## config.mk

```make
export PLATFORM = sky130hd
export DESIGN_NAME = alu_issue_stage
export DESIGN_NICKNAME = d
export VERILOG_FILES = /design/src/rtl/alu_pkg.sv /design/src/rtl/alu_op_decode.sv /design/src/rtl/alu_issue_stage.sv
export SDC_FILE = /design/constraint.sdc
export NUM_CORES = 1
export LEC_CHECK = 0
export CAP_MARGIN = 0
export CORE_MARGIN = 8
export CORE_UTILIZATION = 49
export DETAILED_ROUTE_END_ITERATION = 10
export PLACE_DENSITY = 0.9
export SLEW_MARGIN = 20
export SYNTH_ARGS = -nofsm -noshare
export SYNTH_HDL_FRONTEND = slang
export SYNTH_SLANG_ARGS = --single-unit
```

## constraint.sdc

```tcl
create_clock -name clk -period 2.52 [get_ports clk]
set_clock_uncertainty 0.1 [all_clocks]
set_input_delay 0.756 -clock clk [delete_from_list [all_inputs] [get_ports clk]]
set_output_delay 0.756 -clock clk [all_outputs]
set_load 0.02 [all_outputs]
```

## src/rtl/alu_pkg.sv

```systemverilog
// Shared ALU function codes, RV32I opcodes and the issue bundle handed to the ALU.
package alu_pkg;

  localparam int unsigned ALU_XLEN = 32;

  // ALU function codes
  localparam logic [3:0] ALUFN_ADD   = 4'b0000;
  localparam logic [3:0] ALUFN_SUB   = 4'b0001;
  localparam logic [3:0] ALUFN_PASSB = 4'b0011;
  localparam logic [3:0] ALUFN_OR    = 4'b0100;
  localparam logic [3:0] ALUFN_AND   = 4'b0101;
  localparam logic [3:0] ALUFN_XOR   = 4'b0111;
  localparam logic [3:0] ALUFN_SRL   = 4'b1000;
  localparam logic [3:0] ALUFN_SLL   = 4'b1001;
  localparam logic [3:0] ALUFN_SRA   = 4'b1010;
  localparam logic [3:0] ALUFN_SLT   = 4'b1101;
  localparam logic [3:0] ALUFN_SLTU  = 4'b1111;

  // RV32I major opcodes
  localparam logic [6:0] OPC_OP     = 7'b0110011;
  localparam logic [6:0] OPC_OP_IMM = 7'b0010011;
  localparam logic [6:0] OPC_LUI    = 7'b0110111;
  localparam logic [6:0] OPC_AUIPC  = 7'b0010111;
  localparam logic [6:0] OPC_LOAD   = 7'b0000011;
  localparam logic [6:0] OPC_STORE  = 7'b0100011;
  localparam logic [6:0] OPC_JALR   = 7'b1100111;
  localparam logic [6:0] OPC_JAL    = 7'b1101111;
  localparam logic [6:0] OPC_BRANCH = 7'b1100011;

  localparam logic [6:0] F7_BASE = 7'b0000000;
  localparam logic [6:0] F7_ALT  = 7'b0100000;

  typedef struct packed {
    logic [3:0]          alufn;
    logic [ALU_XLEN-1:0] a;
    logic [ALU_XLEN-1:0] b;
    logic [4:0]          shamt;
    logic [4:0]          rd;
    logic                illegal;
  } issue_t;

  // funct3 -> ALU function for the OP/OP-IMM families (base, f7[5]=0 variant)
  function automatic logic [3:0] f3_to_alufn(input logic [2:0] f3);
    logic [3:0] fn;
    case (f3)
      3'b000:  fn = ALUFN_ADD;
      3'b001:  fn = ALUFN_SLL;
      3'b010:  fn = ALUFN_SLT;
      3'b011:  fn = ALUFN_SLTU;
      3'b100:  fn = ALUFN_XOR;
      3'b101:  fn = ALUFN_SRL;
      3'b110:  fn = ALUFN_OR;
      default: fn = ALUFN_AND;
    endcase
    return fn;
  endfunction

endpackage

```

## src/rtl/alu_op_decode.sv

```systemverilog
// Combinational RV32I decode: instruction + pc + register values -> ALU issue bundle.
// rd is always the raw instr[11:7] field.
module alu_op_decode
  import alu_pkg::*;
#(
  parameter int unsigned XLEN = ALU_XLEN
) (
  input  logic [31:0]     instr,
  input  logic [XLEN-1:0] pc,
  input  logic [XLEN-1:0] rs1,
  input  logic [XLEN-1:0] rs2,
  output issue_t          bundle
);

  logic [6:0]      opcode;
  logic [2:0]      f3;
  logic [6:0]      f7;
  logic [XLEN-1:0] imm_i;
  logic [XLEN-1:0] imm_s;
  logic [XLEN-1:0] imm_u;
  logic            ill;

  assign opcode = instr[6:0];
  assign f3     = instr[14:12];
  assign f7     = instr[31:25];
  assign imm_i  = {{(XLEN-12){instr[31]}}, instr[31:20]};
  assign imm_s  = {{(XLEN-12){instr[31]}}, instr[31:25], instr[11:7]};
  assign imm_u  = {{(XLEN-32){instr[31]}}, instr[31:12], 12'b0};

  // Opcode/funct decode; illegal encodings collapse to ADD rs1,rs2 at the end
  always_comb begin
    bundle       = '0;
    bundle.alufn = ALUFN_ADD;
    bundle.a     = rs1;
    bundle.b     = rs2;
    bundle.rd    = instr[11:7];
    ill          = 1'b0;
    case (opcode)
      OPC_OP: begin
        bundle.shamt = rs2[4:0];
        if (f7 == F7_BASE)
          bundle.alufn = f3_to_alufn(f3);
        else if (f7 == F7_ALT && f3 == 3'b000)
          bundle.alufn = ALUFN_SUB;
        else if (f7 == F7_ALT && f3 == 3'b101)
          bundle.alufn = ALUFN_SRA;
        else
          ill = 1'b1;
      end
      OPC_OP_IMM: begin
        bundle.b     = imm_i;
        bundle.shamt = instr[24:20];
        bundle.alufn = f3_to_alufn(f3);
        if (f3 == 3'b001 && f7 != F7_BASE)
          ill = 1'b1;
        else if (f3 == 3'b101) begin
          if (f7 == F7_ALT)
            bundle.alufn = ALUFN_SRA;
          else if (f7 != F7_BASE)
            ill = 1'b1;
        end
      end
      OPC_LUI: begin
        bundle.alufn = ALUFN_PASSB;
        bundle.b     = imm_u;
      end
      OPC_AUIPC: begin
        bundle.a = pc;
        bundle.b = imm_u;
      end
      OPC_LOAD: begin
        bundle.b = imm_i;
        ill      = (f3 == 3'b011) || (f3 == 3'b110) || (f3 == 3'b111);
      end
      OPC_STORE: begin
        bundle.b = imm_s;
        ill      = f3[2] || (f3 == 3'b011);
      end
      OPC_JALR: begin
        bundle.b = imm_i;
        ill      = (f3 != 3'b000);
      end
      OPC_JAL: begin
        bundle.a = pc;
        bundle.b = XLEN'(4);
      end
      OPC_BRANCH: begin
        case (f3[2:1])
          2'b00:   bundle.alufn = ALUFN_SUB;
          2'b10:   bundle.alufn = ALUFN_SLT;
          2'b11:   bundle.alufn = ALUFN_SLTU;
          default: ill = 1'b1;
        endcase
      end
      default: ill = 1'b1;
    endcase
    if (ill) begin
      bundle.alufn = ALUFN_ADD;
      bundle.a     = rs1;
      bundle.b     = rs2;
      bundle.shamt = '0;
    end
    bundle.illegal = ill;
  end

endmodule

```

## src/rtl/alu_issue_stage.sv

```systemverilog
// ALU issue stage: decode plus a MAIN/SKID two-entry buffer with registered in_ready.
module alu_issue_stage
  import alu_pkg::*;
#(
  parameter int unsigned XLEN = ALU_XLEN
) (
  input  logic            clk,
  input  logic            rst_n,
  input  logic            flush,
  input  logic            in_valid,
  output logic            in_ready,
  input  logic [31:0]     in_instr,
  input  logic [XLEN-1:0] in_pc,
  input  logic [XLEN-1:0] in_rs1,
  input  logic [XLEN-1:0] in_rs2,
  output logic            out_valid,
  input  logic            out_ready,
  output logic [3:0]      out_alufn,
  output logic [XLEN-1:0] out_a,
  output logic [XLEN-1:0] out_b,
  output logic [4:0]      out_shamt,
  output logic [4:0]      out_rd,
  output logic            out_illegal
);

  issue_t dec;
  issue_t main_q;
  issue_t skid_q;
  logic   main_valid;
  logic   skid_valid;
  logic   accept;
  logic   issue;

  alu_op_decode #(.XLEN(XLEN)) u_decode (
    .instr  (in_instr),
    .pc     (in_pc),
    .rs1    (in_rs1),
    .rs2    (in_rs2),
    .bundle (dec)
  );

  assign in_ready = ~skid_valid;
  assign accept   = in_valid & in_ready;
  assign issue    = main_valid & out_ready;

  // MAIN/SKID update; SKID can only fill while MAIN is held, so SKID is always older than a new beat
  always_ff @(posedge clk or negedge rst_n) begin
    if (!rst_n) begin
      main_q     <= '0;
      skid_q     <= '0;
      main_valid <= 1'b0;
      skid_valid <= 1'b0;
    end else if (flush) begin
      main_valid <= 1'b0;
      skid_valid <= 1'b0;
    end else if (!main_valid || issue) begin
      if (skid_valid) begin
        main_q     <= skid_q;
        main_valid <= 1'b1;
        skid_valid <= 1'b0;
      end else if (accept) begin
        main_q     <= dec;
        main_valid <= 1'b1;
      end else begin
        main_valid <= 1'b0;
      end
    end else if (accept) begin
      skid_q     <= dec;
      skid_valid <= 1'b1;
    end
  end

  assign out_valid   = main_valid;
  assign out_alufn   = main_q.alufn;
  assign out_a       = main_q.a;
  assign out_b       = main_q.b;
  assign out_shamt   = main_q.shamt;
  assign out_rd      = main_q.rd;
  assign out_illegal = main_q.illegal;

endmodule
```

==> metrics.json <==
{
  "place_ws_ns": -0.902,
  "cts_num_sinks": 160,
  "htree_levels": 4,
  "io_buffer_count": 213,
  "period_minus_slack_ns": 2.57,
  "detailedRoute.firstIterationViolations": 611,
  "floorplan.rows": 46,
  "cts_buffer_depth": 2,
  "max_capacitance_violation_count": 0,
  "run_status": "complete, but fails checks",
  "multi_input_area_mm2": 0.00453,
  "synth_cell_type_count": 58,
  "synth.mux.area_fraction": 0.130,
  "cts_made_buffers": 17,
  "setup.worst_path.end_class": "register",
  "synth_most_common_cell": "sky130_fd_sc_hd__dfrtp_1",
  "grt_util_all_layers": 0.271,
  "wire_per_inst_um": 21.4,
  "final_net_count": 1239,
  "grt_first_pass_wirelength_um": 43400,
  "synthesis.area_mm2": 0.00802,
  "drcViolationCount": 0,
  "initial_utilization": 0.503,
  "worst-r2r-cell-count": 8,
  "crit_path_max_fanout": 4,
  "count_of_flip_flops_with_a_built_in_enable_after_synthesis": 0,
  "finalSetupViolCount": 8,
  "report.power.total_mw": 7.92,
  "mean_post_synth_cell_area_um2": 9.73,
  "power.density_mw_per_mm2": 627,
  "dieWidth_um": 144,
  "yosys_warnings": 0,
  "io-pin-count": 214,
  "maximum_number_of_pins_on_one_net_before_global_route_repair": 76,
  "synth_top_cell_by_area": "sky130_fd_sc_hd__dfrtp_1",
  "path_clk_slew_ns": 0.06,
  "max_freq_mhz": 388,
  "place_hpwl_um": 18800,
  "path_class": "in -> reg",
  "power_leakage_nw": 5.49,
  "synth_sequential_area_ratio": 0.499,
  "grt_antenna_before_repair": 0,
  "crit-reg2reg-capture": "out_b[20]",
  "period_share": 1.02,
  "die_height_um": 144,
  "synth-simple-area-share": 0.151,
  "syn2layout_area_growth_pct": 57.4,
  "via_per_instance_ratio": 5.83,
  "layout.filler_cells": 953,
  "cts-hold-fix-buffers": 0,
  "synth_adder_area_share": 0,
  "cts_tree": "yes",
  "grt_pass1_vias": 8017,
  "fin_worst_hold_slack_ns": 0.191,
  "timing.critical_path.required_ns": 2.76,
  "worstPathArrival_ns": 2.81,
  "synth_top_area_share": 0.499,
  "worst_hold_path_type": "in -> async",
  "antenna-diode-count": 0,
  "globalRoute.totalOverflow": 0,
  "share_of_the_synthesized_area_in_compound_gates_ao_oa_aoi_oai": 0.184,
  "synth.top_cells.by_count": "sky130_fd_sc_hd__dfrtp_1 (160), sky130_fd_sc_hd__nand2_1 (113), sky130_fd_sc_hd__o21ai_0 (77), sky130_fd_sc_hd__a21oi_1 (68), sky130_fd_sc_hd__mux2i_1 (67)",
  "netlist_top_cells_area": "sky130_fd_sc_hd__dfrtp_1 (50%), sky130_fd_sc_hd__mux2i_1 (8.4%), sky130_fd_sc_hd__nand2_1 (5.3%)",
  "max_slew_margin": 0.486,
  "worst_slew_pin_slew_ns": 0.771,
  "seqCellArea_mm2": 0.00400,
  "die_outline_area_mm2": 0.0207,
  "synth_xor_area_frac": 0.00109,
  "least_setup_slack_across_all_paths_after_layout_ns": -0.0545,
  "r2r_slack_ns": 0.57,
  "clock_latency_ns": 0.42,
  "maximum_resistive_drop_on_vdd_mv": 0.559,
  "placeableCoreArea_mm2": 0.0159,
  "synth.net_count": 957,
  "drive_gt1_frac": 0.259,
  "drt_wl_total_um": 28500,
  "finalHoldViolations": 0,
  "worstReg2RegStart": "skid_valid",
  "critPathLaunchType": "input pin",
  "synth_cells": 824,
  "synth-seq-cells": 160,
  "place.gp.congestion": 0.928,
  "async_flop_share": 1.00,
  "detailroute.via_count": 7777,
  "residual_antenna_violating_net_count_after_detailed_routing": 0,
  "ctsRootBufferMaster": "sky130_fd_sc_hd__clkbuf_16",
  "failed_checks": "negative setup slack",
  "timing.final.max_slew_violations": 0,
  "synthFlopType": "sky130_fd_sc_hd__dfrtp_1",
  "synth_top_family_by_area": "compound AO/OA/AOI/OAI gates",
  "drt_pass1_iterations": 5,
  "rsz0062_at_grt": "true"
}
## registers in the layout (all words and copies together) (netlist names)
register     count
out_b           32
out_illegal      1
skid_valid       1
out_valid        1
out_rd           5
out_shamt        5
skid_q          79
out_alufn        4
out_a           32
## per-stage QoR
step | cells | setup TNS [ns] | instance area [um2] | utilization
after CTS | 1331 | 0 | 12300 | 0.773
after detailed placement | 1284 | -99.10 | 11000 | 0.692
after global routing | 1335 | -1.15 | 12600 | 0.792
after global placement | 1284 | -90.47 | 11000 | 0.692
final | 1335 | -0.238 | 12600 | 0.792
after floorplan | 824 | -18.38 | 8110 | -
## routing by layer
layer / global-route usage / vias to the layer above / routed length, um / share of wire
li1: - / 3532 / - / -
met1: 0.322 / 3762 / 10500 / 0.37
met2: 0.457 / 404 / 14400 / 0.51
met3: 0.0747 / 79 / 2680 / 0.094
met4: 0.107 / 0 / 929 / 0.033
met5: 0 / - / 0 / 0
## critical path: stages
cell and delay (ns):
sky130_fd_sc_hd__buf_6 0.09, sky130_fd_sc_hd__or4_4 0.57, sky130_fd_sc_hd__or3_4 0.39, sky130_fd_sc_hd__and3_4 0.18, sky130_fd_sc_hd__nor4_4 0.25, sky130_fd_sc_hd__buf_4 0.20, sky130_fd_sc_hd__a21bo_4 0.23, sky130_fd_sc_hd__o22ai_2 0.13
## cell usage in the layout (no fill, tap or decap), types with 4 or more instances in the layout
master / Yosys / routed
sky130_fd_sc_hd__a21o_1: 19 / 19
sky130_fd_sc_hd__a21oi_1: 68 / 61
sky130_fd_sc_hd__a21oi_2: 0 / 7
sky130_fd_sc_hd__a22o_1: 5 / 5
sky130_fd_sc_hd__a31oi_1: 16 / 16
sky130_fd_sc_hd__and2_1: 7 / 5
sky130_fd_sc_hd__and3_1: 31 / 30
sky130_fd_sc_hd__buf_12: 0 / 13
sky130_fd_sc_hd__buf_4: 1 / 92
sky130_fd_sc_hd__buf_6: 2 / 10
sky130_fd_sc_hd__clkbuf_16: 0 / 18
sky130_fd_sc_hd__clkdlybuf4s50_1: 0 / 195
sky130_fd_sc_hd__clkinv_4: 0 / 4
sky130_fd_sc_hd__dfrtp_1: 160 / 160
sky130_fd_sc_hd__dlygate4sd2_1: 0 / 7
sky130_fd_sc_hd__mux2_2: 33 / 24
sky130_fd_sc_hd__mux2_4: 0 / 9
sky130_fd_sc_hd__mux2i_1: 67 / 24
sky130_fd_sc_hd__mux2i_2: 0 / 10
sky130_fd_sc_hd__mux2i_4: 0 / 33
sky130_fd_sc_hd__nand2_1: 113 / 109
sky130_fd_sc_hd__nand2b_1: 4 / 4
sky130_fd_sc_hd__nand4b_1: 4 / 4
sky130_fd_sc_hd__nor2_1: 51 / 50
sky130_fd_sc_hd__nor3_1: 4 / 4
sky130_fd_sc_hd__o21ai_0: 77 / 54
sky130_fd_sc_hd__o21ai_1: 34 / 46
sky130_fd_sc_hd__o21ai_2: 0 / 11
sky130_fd_sc_hd__o41ai_2: 5 / 4
sky130_fd_sc_hd__or3_1: 11 / 9
## what timing repair did
action                                  in CTS  in global routing
pin swaps                                   21                 18
setup buffers                               10                  4
resized for setup                          129                 70
endpoints found under the setup margin     125                103
gates cloned                                 5                  2
## cell type report
cell class,count,area share
clock buffer,20,0.0354
tap,216,0.0214
clock inverter,12,0.0108
inverter,3,0.000892
sequential,160,0.317
multi-input combinational,597,0.359
timing repair buffer,327,0.256
## worst max path at each step
stage,start,endpoint,cells past startpoint
after detailed placement,in_instr[28],out_shamt[3],7
after CTS,in_instr[25],out_b[3],9
after global placement,in_instr[31],out_shamt[0],7
after floorplan,in_instr[28],out_b[11],7
after global routing,in_instr[13],out_b[3],10
final,in_instr[27],out_alufn[0],8
## power breakdown
| part | switching, mW | internal (mW) |
|---|---|---|
| clock | 1.05 | 1.49 |
| combinational | 1.04 | 1.02 |
| sequential | 0.279 | 3.05 |
| total | 2.36 | 5.56 |
## cell families (layout without fill, tap and decap cells)
kind of cell	after synthesis	in the layout
mux	100	100
flops	160	160
simple gates	246	247
buf+inv	68	362
xor+xnor	1	1
compound gates	249	249
No activity file was read; power rests on OpenSTA's default activity.
